===== config.mk =====
export PLATFORM = sky130hd
export DESIGN_NAME = rssb_mem_unit
export DESIGN_NICKNAME = d
export VERILOG_FILES = /design/src/rtl/rssb_pkg.sv /design/src/rtl/rssb_wbuf.sv /design/src/rtl/rssb_mem_unit.sv
export SDC_FILE = /design/constraint.sdc
export NUM_CORES = 1
export LEC_CHECK = 0
export ABC_AREA = 1
export ABC_CLOCK_PERIOD_IN_PS = 5940
export CAP_MARGIN = 20
export CORE_UTILIZATION = 45
export CTS_BUF_LIST = sky130_fd_sc_hd__clkbuf_8 sky130_fd_sc_hd__clkbuf_16
export DETAILED_ROUTE_END_ITERATION = 10
export SLEW_MARGIN = 0
export SYNTH_ARGS = -nofsm -noshare
export SYNTH_HDL_FRONTEND = slang
export SYNTH_SLANG_ARGS = --single-unit

===== constraint.sdc =====
create_clock -name clk -period 5.94 [get_ports clk]
set_input_delay 0.594 -clock clk [delete_from_list [all_inputs] [get_ports clk]]
set_output_delay 0.594 -clock clk [all_outputs]
set_load 0.005 [all_outputs]

===== src/rtl/rssb_pkg.sv =====
// Shared types for the RSSB memory unit: control states and the default store-buffer entry.
package rssb_pkg;

    localparam int unsigned DefBw = 8;
    localparam int unsigned DefDw = 4;

    typedef enum logic [2:0] {
        StIdle,
        StIssue,
        StWait,
        StDrain,
        StDone
    } state_e;

    typedef struct packed {
        logic [DefBw-1:0] data;
        logic [DefDw-1:0] addr;
        logic             valid;
    } fifo_entry_t;

endpackage


===== src/rtl/rssb_wbuf.sv =====
// Circular store buffer with count-based full/empty and a youngest-match lookup used for
// forwarding buffered stores to operand reads.
module rssb_wbuf
    import rssb_pkg::*;
#(
    parameter int unsigned BW  = 8,
    parameter int unsigned DW  = 4,
    parameter int unsigned LEN = 4,
    parameter int unsigned PTR = 2
) (
    input  logic          clk,
    input  logic          rst_n,
    input  logic          push_i,
    input  logic [BW-1:0] push_data_i,
    input  logic [DW-1:0] push_addr_i,
    input  logic          pop_i,
    output logic          full_o,
    output logic          empty_o,
    output logic [PTR:0]  count_o,
    output logic [BW-1:0] head_data_o,
    output logic [DW-1:0] head_addr_o,
    input  logic [DW-1:0] lookup_addr_i,
    output logic          lookup_hit_o,
    output logic [BW-1:0] lookup_data_o
);

    typedef struct packed {
        logic [BW-1:0] data;
        logic [DW-1:0] addr;
        logic          valid;
    } entry_t;

    localparam logic [PTR:0] Depth = (PTR+1)'(LEN);

    entry_t         buf_q [LEN];
    entry_t         buf_d [LEN];
    logic [PTR-1:0] wr_ptr_q, wr_ptr_d;
    logic [PTR-1:0] rd_ptr_q, rd_ptr_d;
    logic [PTR:0]   count_q, count_d;
    logic           do_push, do_pop;
    logic [PTR-1:0] scan_idx;

    function automatic logic [PTR-1:0] ptr_inc(input logic [PTR-1:0] p);
        return (p == PTR'(LEN - 1)) ? '0 : p + PTR'(1);
    endfunction

    assign full_o      = (count_q == Depth);
    assign empty_o     = (count_q == '0);
    assign count_o     = count_q;
    assign head_data_o = buf_q[rd_ptr_q].data;
    assign head_addr_o = buf_q[rd_ptr_q].addr;

    always_comb begin
        do_push  = push_i && !full_o;
        do_pop   = pop_i && !empty_o;
        buf_d    = buf_q;
        wr_ptr_d = wr_ptr_q;
        rd_ptr_d = rd_ptr_q;
        count_d  = count_q;
        if (do_pop) begin
            buf_d[rd_ptr_q].valid = 1'b0;
            rd_ptr_d = ptr_inc(rd_ptr_q);
        end
        if (do_push) begin
            buf_d[wr_ptr_q] = '{data: push_data_i, addr: push_addr_i, valid: 1'b1};
            wr_ptr_d = ptr_inc(wr_ptr_q);
        end
        unique case ({do_push, do_pop})
            2'b10:   count_d = count_q + (PTR+1)'(1);
            2'b01:   count_d = count_q - (PTR+1)'(1);
            default: count_d = count_q;
        endcase
    end

    // Scan oldest to youngest so the last match seen is the youngest store.
    always_comb begin
        lookup_hit_o  = 1'b0;
        lookup_data_o = '0;
        scan_idx      = '0;
        for (int unsigned k = 0; k < LEN; k++) begin
            scan_idx = PTR'((32'(rd_ptr_q) + k) % LEN);
            if (buf_q[scan_idx].valid && (buf_q[scan_idx].addr == lookup_addr_i)) begin
                lookup_hit_o  = 1'b1;
                lookup_data_o = buf_q[scan_idx].data;
            end
        end
    end

    always_ff @(posedge clk or negedge rst_n) begin
        if (!rst_n) begin
            for (int unsigned i = 0; i < LEN; i++) begin
                buf_q[i] <= '0;
            end
            wr_ptr_q <= '0;
            rd_ptr_q <= '0;
            count_q  <= '0;
        end else begin
            buf_q    <= buf_d;
            wr_ptr_q <= wr_ptr_d;
            rd_ptr_q <= rd_ptr_d;
            count_q  <= count_d;
        end
    end

endmodule


===== src/rtl/rssb_mem_unit.sv =====
// RSSB memory unit: instruction ROM, data memory, accumulator and a forwarding store buffer
// that issues operands to an external ALU and retires results in the background.
module rssb_mem_unit
    import rssb_pkg::*;
#(
    parameter int unsigned BW        = 8,
    parameter int unsigned IW        = 4,
    parameter int unsigned IM        = 16,
    parameter int unsigned DW        = 4,
    parameter int unsigned DM        = 16,
    parameter int unsigned LEN       = 4,
    parameter int unsigned PTR       = 2,
    parameter int unsigned HALT_ADDR = DM - 1
) (
    input  logic                 clk,
    input  logic                 rst,
    input  logic                 prog_we,
    input  logic [IW-1:0]        prog_addr,
    input  logic [DW-1:0]        prog_data,
    input  logic                 dinit_we,
    input  logic [DW-1:0]        dinit_addr,
    input  logic [BW-1:0]        dinit_data,
    input  logic                 start,
    input  logic                 drain_stall,
    input  logic                 result_valid,
    input  logic [BW-1:0]        result,
    input  logic                 flag,
    output logic                 ena,
    output logic [1:0][BW-1:0]   data,
    output logic                 busy,
    output logic                 done,
    output logic [IW-1:0]        pc_out
);

    localparam logic [DW-1:0] HaltAddr = DW'(HALT_ADDR);

    logic [DW-1:0] imem [IM];
    logic [BW-1:0] dmem [DM];

    state_e        state_q, state_d;
    logic [IW-1:0] pc_q, pc_d;
    logic [BW-1:0] acc_q, acc_d;
    logic          ena_q, ena_d;
    logic [BW-1:0] opnd_q, opnd_d;
    logic [BW-1:0] opacc_q, opacc_d;
    logic [DW-1:0] addr_q, addr_d;

    logic          idle_like;
    logic [DW-1:0] cur_addr;
    logic [BW-1:0] operand;
    logic          fwd_hit;
    logic [BW-1:0] fwd_data;
    logic          wb_push, wb_pop;
    logic          wb_full, wb_empty;
    logic [PTR:0]  wb_count;
    logic [BW-1:0] wb_head_data;
    logic [DW-1:0] wb_head_addr;

    assign idle_like = (state_q == StIdle) || (state_q == StDone);
    assign cur_addr  = imem[pc_q];
    assign operand   = fwd_hit ? fwd_data : dmem[cur_addr];
    assign wb_pop    = !wb_empty && !drain_stall;

    rssb_wbuf #(
        .BW (BW),
        .DW (DW),
        .LEN(LEN),
        .PTR(PTR)
    ) u_wbuf (
        .clk          (clk),
        .rst_n        (rst),
        .push_i       (wb_push),
        .push_data_i  (result),
        .push_addr_i  (addr_q),
        .pop_i        (wb_pop),
        .full_o       (wb_full),
        .empty_o      (wb_empty),
        .count_o      (wb_count),
        .head_data_o  (wb_head_data),
        .head_addr_o  (wb_head_addr),
        .lookup_addr_i(cur_addr),
        .lookup_hit_o (fwd_hit),
        .lookup_data_o(fwd_data)
    );

    // Buffer is always empty in IDLE/DONE, so retire and init writes never collide.
    always_ff @(posedge clk) begin
        if (prog_we && idle_like) begin
            imem[prog_addr] <= prog_data;
        end
        if (wb_pop) begin
            dmem[wb_head_addr] <= wb_head_data;
        end else if (dinit_we && idle_like) begin
            dmem[dinit_addr] <= dinit_data;
        end
    end

    always_comb begin
        state_d = state_q;
        pc_d    = pc_q;
        acc_d   = acc_q;
        ena_d   = ena_q;
        opnd_d  = opnd_q;
        opacc_d = opacc_q;
        addr_d  = addr_q;
        wb_push = 1'b0;
        unique case (state_q)
            StIdle, StDone: begin
                if (start) begin
                    pc_d    = '0;
                    acc_d   = '0;
                    state_d = StIssue;
                end
            end
            StIssue: begin
                if (cur_addr == HaltAddr) begin
                    state_d = StDrain;
                end else if (!wb_full) begin
                    opnd_d  = operand;
                    opacc_d = acc_q;
                    addr_d  = cur_addr;
                    ena_d   = 1'b1;
                    state_d = StWait;
                end
            end
            StWait: begin
                if (result_valid) begin
                    acc_d   = result;
                    wb_push = 1'b1;
                    pc_d    = pc_q + (flag ? IW'(2) : IW'(1));
                    ena_d   = 1'b0;
                    state_d = StIssue;
                end
            end
            StDrain: begin
                if (wb_count == '0) begin
                    state_d = StDone;
                end
            end
            default: state_d = StIdle;
        endcase
    end

    always_ff @(posedge clk or negedge rst) begin
        if (!rst) begin
            state_q <= StIdle;
            pc_q    <= '0;
            acc_q   <= '0;
            ena_q   <= 1'b0;
            opnd_q  <= '0;
            opacc_q <= '0;
            addr_q  <= '0;
        end else begin
            state_q <= state_d;
            pc_q    <= pc_d;
            acc_q   <= acc_d;
            ena_q   <= ena_d;
            opnd_q  <= opnd_d;
            opacc_q <= opacc_d;
            addr_q  <= addr_d;
        end
    end

    assign ena     = ena_q;
    assign data[0] = opnd_q;
    assign data[1] = opacc_q;
    assign busy    = (state_q == StIssue) || (state_q == StWait) || (state_q == StDrain);
    assign done    = (state_q == StDone);
    assign pc_out  = pc_q;

endmodule


==> results.cfg, run 1 <==
[layout]
final_common_cell = sky130_fd_sc_hd__nand2_1
flow.area_growth_from_synthesis_pct = 11.59
fin_util_pct = 51.20
layout_common_cells = 478 x sky130_fd_sc_hd__nand2_1, 192 x sky130_fd_sc_hd__edfxtp_1, 185 x sky130_fd_sc_hd__inv_1
finish.net_count = 1684
nFillCells = 2908
antennaDiodeCount = 0
drive_gt1_share_pct = 5.911

[floorplan]
dieHeight_um = 181.6
fp.coreArea_um2 = 31640
fp.dieArea_um2 = 32980
placement_rows = 65
pin_count = 59
initial_core_util_pct = 45.88
floorplan.die.width_um = 181.6

[critical_path]
capture_instance_of_the_worst_register_to_register_path = opnd_q[2]
crit_path_end_kind = flop
crit_type = flop to flop
crit_path_start_kind = flop
worst-path-max-fanout = 68
cp.arrival_ns = 4.93
worst_ep_required_time_ns = 6.38
worstRegToRegCells = 10
crit-reg2reg-launch = pc_out[1]
setup.reg_to_reg.worst_slack_ns = 1.44

[cts]
insertion_delay_ns = 0.56
clock_sink_count = 287
htreeDepth = 1
clock_tree_root_driver_cell = sky130_fd_sc_hd__clkbuf_16
ctsHoldBuffers = 1
cts.repair.resized = 0
tritoncts = yes
cts.reportedPaths.clkPinSlew_ns = 0.06
cts_inserted_buffers = 31
post_cts.repair.setup_buffers = 0
cts_max_path_buffers = 3

[status]
result_of_the_run = complete, no violations

[synth]
synth.avg_cell_area_um2 = 9.004
synth_warnings = 0
syn_inst = 1612
netlist_area_pre_place_um2 = 14520
synth.net_count = 1661
synth.lib_cells_used.distinct = 43
ys_ff_latch = 287
synth-seq-area-share_pct = 56.10

[placed_design]
buffer_ports.inserted = 58
place_worst_setup_slack_ns = 1.521
dp.final_hpwl_mm = 24.46
globalplace.congestion = 0.8369

[pwr]
power_report.internal_total_uw = 4975
power.combinational.fraction_pct = 44.6
power.leakage_uw = 0.007029
switching_share_pct = 43.08
clock_power_share_pct = 20.9
switching_power_uw = 3765
power-per-cell-area_nw_per_um2 = 539.6
power.share.sequential_pct = 34.5
worst_ir_drop_vdd_uv = 370.7
total_power_uw = 8740

[sta]
fin_crit_ns = 4.498
unrepaired_setup_endpoints_after_global_routing = false
finalSetupTns_ns = 0
finalMaxSlewViolations = 0
slew_headroom_pct = 34.11
timing_worst_slew_pin_value_ns = 0.9848
achievable-frequency_mhz = 222.3
finalWorstSetupSlack_ns = 1.442
holdWs_ns = 0.4830
setup_viol = 0
layout_worst_path_cycle_share_pct = 75.73
worst_clock_skew_ns = 0.009680
hold_viol_final = 0

[drt]
routed_via_density = 5.263
drcViolationCount = 0
drt-pass1-iter-count = 5
detail_route.iter0.violations = 801
antenna_left = 0
routedWlPerCell_um = 17.66
via_count = 10840
routed_wl_mm = 36.38

[worst_hold_path]
hold_path_depth = 2
hold_crit_start = opacc_q[1]
hold_crit_endpoint = opacc_q[1]
worstHoldPathType = flop to flop

[global_routing]
track_usage_pct = 22.67
first_global_vias = 10660
grt_start_max_net_pins = 79
global_route_wire_length_before_repair_mm = 58.84
grt.overflow.total = 0
antenna_violations_before_repair = 0

[job]
drv_cap = 0
## worst max-delay path: stages (launching register included)
cell,delay (ns)
sky130_fd_sc_hd__dfrtp_1,0.66
sky130_fd_sc_hd__inv_4,0.31
sky130_fd_sc_hd__nand3_1,0.12
sky130_fd_sc_hd__nand3_1,0.14
sky130_fd_sc_hd__nand3_4,0.63
sky130_fd_sc_hd__nand2_4,0.91
sky130_fd_sc_hd__nand4_1,0.36
sky130_fd_sc_hd__nand2_1,0.68
sky130_fd_sc_hd__inv_1,0.31
sky130_fd_sc_hd__nor2_1,0.17
sky130_fd_sc_hd__a21oi_1,0.06
## registers in the layout, indices dropped and copies added, names as in the netlist
name and flops:
dmem 128, u_wbuf.count_o 3, opacc_q 8, opnd_q 8, u_wbuf.rd_ptr_q 2, imem 64, ena 1, addr_q 4
u_wbuf.wr_ptr_q 2, u_wbuf.buf_q 52, pc_out 4, state_q 3, acc_q 8
## metal layers
layer | wire (um) | share of wire (%) | global-route usage, % | vias to the layer above
li1 | - | - | - | 5356
met1 | 17010 | 47 | 32.20 | 5159
met2 | 16960 | 47 | 36.85 | 275
met3 | 1662 | 4.6 | 2.647 | 51
met4 | 759 | 2.1 | 6.034 | 0
met5 | 0 | 0 | 0 | -
## final cells by class
cell class | count | area, um^2 | share of cell area, %
flip-flops and latches | 287 | 8144 | 50.28
multi-input cells | 1059 | 5238 | 32.34
well taps | 402 | 503.0 | 3.105
clock buffers | 31 | 775.7 | 4.789
inverters | 191 | 724.4 | 4.473
repair buffers | 65 | 633.1 | 3.909
clock inverters | 25 | 178.9 | 1.105
## power groups by stage
stage	combinational (uW)	sequential, uW	clock (uW)
floorplan	2810	2980	0
global placement	3850	3040	0
detailed placement	3890	3050	0
CTS	3910	3010	1860
global route	4400	3060	1950
finish	3900	3010	1830
## cells by family (layout without fill, tap and decap cells)
logic type	Yosys count	in the layout	share of synthesized area (%)
flip-flops	287	287	56.10
buffers and inverters	266	312	7.818
AND/OR/NAND/NOR	827	827	26.02
AO/OA/AOI/OAI	192	192	6.844
adder cells (fa/ha/maj)	13	13	1.224
multiplexers	22	22	1.517
XOR/XNOR	5	5	0.4828
## per-stage QoR
step	cells	area [um^2]
6_report	2060	16200
5_1_grt	2060	16200
4_1_cts	2060	16200
3_5_place_dp	2003	15230
3_3_place_gp	2003	15230
2_1_floorplan	1612	14520
## worst max-delay path by stage
stage | to | start | cells past startpoint | slack, ns
3_5_place_dp | opnd_q[0] | pc_out[1] | 10 | 1.52
3_3_place_gp | opnd_q[6] | pc_out[0] | 13 | 1.57
2_1_floorplan | opnd_q[6] | u_wbuf.rd_ptr_q[1] | 15 | 3.24
4_1_cts | opnd_q[2] | pc_out[0] | 12 | 1.49
5_1_grt | opnd_q[5] | pc_out[0] | 12 | 0.98
6_report | opnd_q[2] | pc_out[1] | 10 | 1.44
## cell usage after synthesis (all sizes together)
cell    count  area [um^2]
nand2     487         1866
nand4      17        106.4
nor3        7        40.04
mux2i      22        220.2
a31o        1        8.760
dfrtp      95         2377
ha         11        137.6
inv       189        716.9
xor2        4        61.32
clkinv      2        7.510
a21oi      23        126.4
fa          2        40.04
edfxtp    192         5766
xnor2       1        8.760
nand3     153        838.3
clkbuf     36        135.1
o21a        2        15.01
nor2       97        431.7
nand3b     62        469.2
or2         4        25.03
o21ai     156        780.8
o22ai      10        62.56
buf        39        275.3
No activity file was read; power rests on OpenSTA's default activity.
==> inputs of run 2 (changes only) <==
- ABC_CLOCK_PERIOD_IN_PS: 5940 -> 4600
- clock period: 5.94 -> 4.6 ns (I/O delays scaled with it)
==> run 2 against run 1 <==
The flow now finishes with violations (negative hold slack); global-route usage fell by 0.74 points; core utilization is 0.53 points higher; critical endpoint is now dmem[12][7]; critical path depth decreased by 3; highest routed layer unchanged; die area did not move; sequential share of layout area shrank 0.51 points; clock power increased by 43%; sequential cell count unchanged.
==> results.cfg, run 2 (synthesis gave the netlist of run 1 again) <==
[critical_path]
crit_path_end_kind = flop
max_stage_delay_on_crit_path_ns = 0.66
cp.arrival_ns = 3.66
critical_path.slowest_cell = sky130_fd_sc_hd__nor2_1
crit_path_start_kind = flop
crit_path_cell_trace = nor2_1, inv_1, nor3_2, inv_1, o21ai_0, nand3_1, nor2_1
crit_type = flop to flop
worst_ep_required_time_ns = 4.78
worst-path-max-fanout = 16

[cts]
cts_inserted_buffers = 31
htreeDepth = 1
cts_max_path_buffers = 3
cts.reportedPaths.clkPinSlew_ns = 0.06
ctsHoldBuffers = 0
insertion_delay_ns = 0.56
clock_sink_count = 287
clock_tree_root_driver_cell = sky130_fd_sc_hd__clkbuf_16
tritoncts = yes
cts.repair.resized = 0
post_cts.repair.setup_buffers = 0

[placed_design]
globalplace.congestion = 0.8700
buffer_ports.inserted = 58
dp.final_hpwl_mm = 23.59

[drt]
routedWlPerCell_um = 17.30
routed_via_density = 5.250
drt-pass1-iter-count = 7
detail_route.iter0.violations = 823
routed_wl_mm = 35.74
via_count = 10850
drcViolationCount = 0
antenna_left = 0

[global_routing]
track_usage_pct = 21.93
first_global_vias = 10380
global_route_wire_length_before_repair_mm = 56.51
grt.overflow.total = 0
antenna_violations_before_repair = 0
grt_start_max_net_pins = 79

[sta]
slew_headroom_pct = 39.64
finalMaxSlewViolations = 0
worst_clock_skew_ns = 0.01203
setup_viol = 0
achievable-frequency_mhz = 287.7
hold_viol_final = 23
holdWs_ns = -0.01610
finalSetupTns_ns = 0
fin_crit_ns = 3.476
timing_worst_slew_pin_value_ns = 0.9021
layout_worst_path_cycle_share_pct = 75.56
unrepaired_setup_endpoints_after_global_routing = false

[floorplan]
floorplan.die.width_um = 181.6
dieHeight_um = 181.6
fp.coreArea_um2 = 31640
placement_rows = 65
initial_core_util_pct = 45.88
pin_count = 59
fp.dieArea_um2 = 32980

[layout]
flow.area_growth_from_synthesis_pct = 12.74
reg.largest.list = dmem x128, imem x64, u_wbuf.buf_q x52
finish.net_count = 1689
fin_util_pct = 51.73
layout_common_cells = 478 x sky130_fd_sc_hd__nand2_1, 192 x sky130_fd_sc_hd__edfxtp_1, 184 x sky130_fd_sc_hd__inv_1
registers.top_by_ff_count = dmem
final_common_cell = sky130_fd_sc_hd__nand2_1
antennaDiodeCount = 0
drive_gt1_share_pct = 6.791
largest_register_ff_count = 128

[pwr]
worst_ir_drop_vdd_uv = 444.8
power-per-cell-area_nw_per_um2 = 707.5
power.leakage_uw = 0.007120

[status]
result_of_the_run = complete, but fails checks
failing_checks = negative hold slack

[job]
drv_cap = 0

[worst_hold_path]
worstHoldPathType = input pin to async pin
==> run 2: power by group <==
group / leakage [uW] / switching, uW / internal (uW) / total, uW
Clock: 0.000543 / 1050 / 1570 / 2620
Sequential: 0.00298 / 277 / 3610 / 3890
Combinational: 0.00359 / 3580 / 1500 / 5070
Total: 0.00712 / 4900 / 6680 / 11600
==> run 2: cell type report <==
type	count	area (um^2)
Fill cell	2934	15270
Sequential cell	287	8144
Multi-Input combinational cell	1059	5238
Clock buffer	36	867.1
Inverter	191	724.4
Timing Repair Buffer	70	668.1
Tap cell	402	503.0
Clock inverter	21	220.2
==> run 2: worst paths after layout <==
check / start / end / slack, ns / cells past startpoint
max in group asynchronous: rst / u_wbuf.rd_ptr_q[0] / 3.63 / 2
max reg2reg: state_q[0] / dmem[12][7] / 1.12 / 7
max: state_q[0] / dmem[12][7] / 1.12 / 7
min reg2reg: u_wbuf.buf_q[24] / u_wbuf.buf_q[24] / 0.48 / 2
min: rst / opacc_q[5] / -0.02 / 1
min in group clk: u_wbuf.buf_q[24] / u_wbuf.buf_q[24] / 0.48 / 2
==> run 2: metrics by stage <==
step | total power, uW | instance area, um^2 | worst slack [ns] | instances
floorplan | 7473 | 14520 | 1.900 | 1612
global placement | 8903 | 15280 | 0.9892 | 2009
detailed placement | 8985 | 15280 | 0.8820 | 2009
CTS | 11610 | 16360 | 1.151 | 2066
global route | 12380 | 16360 | 0.8003 | 2066
finish | 11580 | 16360 | 1.124 | 2066
==> run 2: layer usage <==
metal	routed length (um)	track usage (%)	part of all wire, %	up-vias
li1	-	-	-	5364
met1	16860	31.03	47	5168
met2	16530	35.88	46	255
met3	1513	2.527	4.2	60
met4	842	5.763	2.4	0
met5	0	0	0	-
==> run 2: worst max-delay path: cells and delay by family (launching register included) <==
kind / cells / cell delay, ns
and+or+nand+nor: 4 / 1.67
DFF: 1 / 0.40
AOI/OAI and AO/OA: 1 / 0.42
buffers and inverters: 2 / 0.60
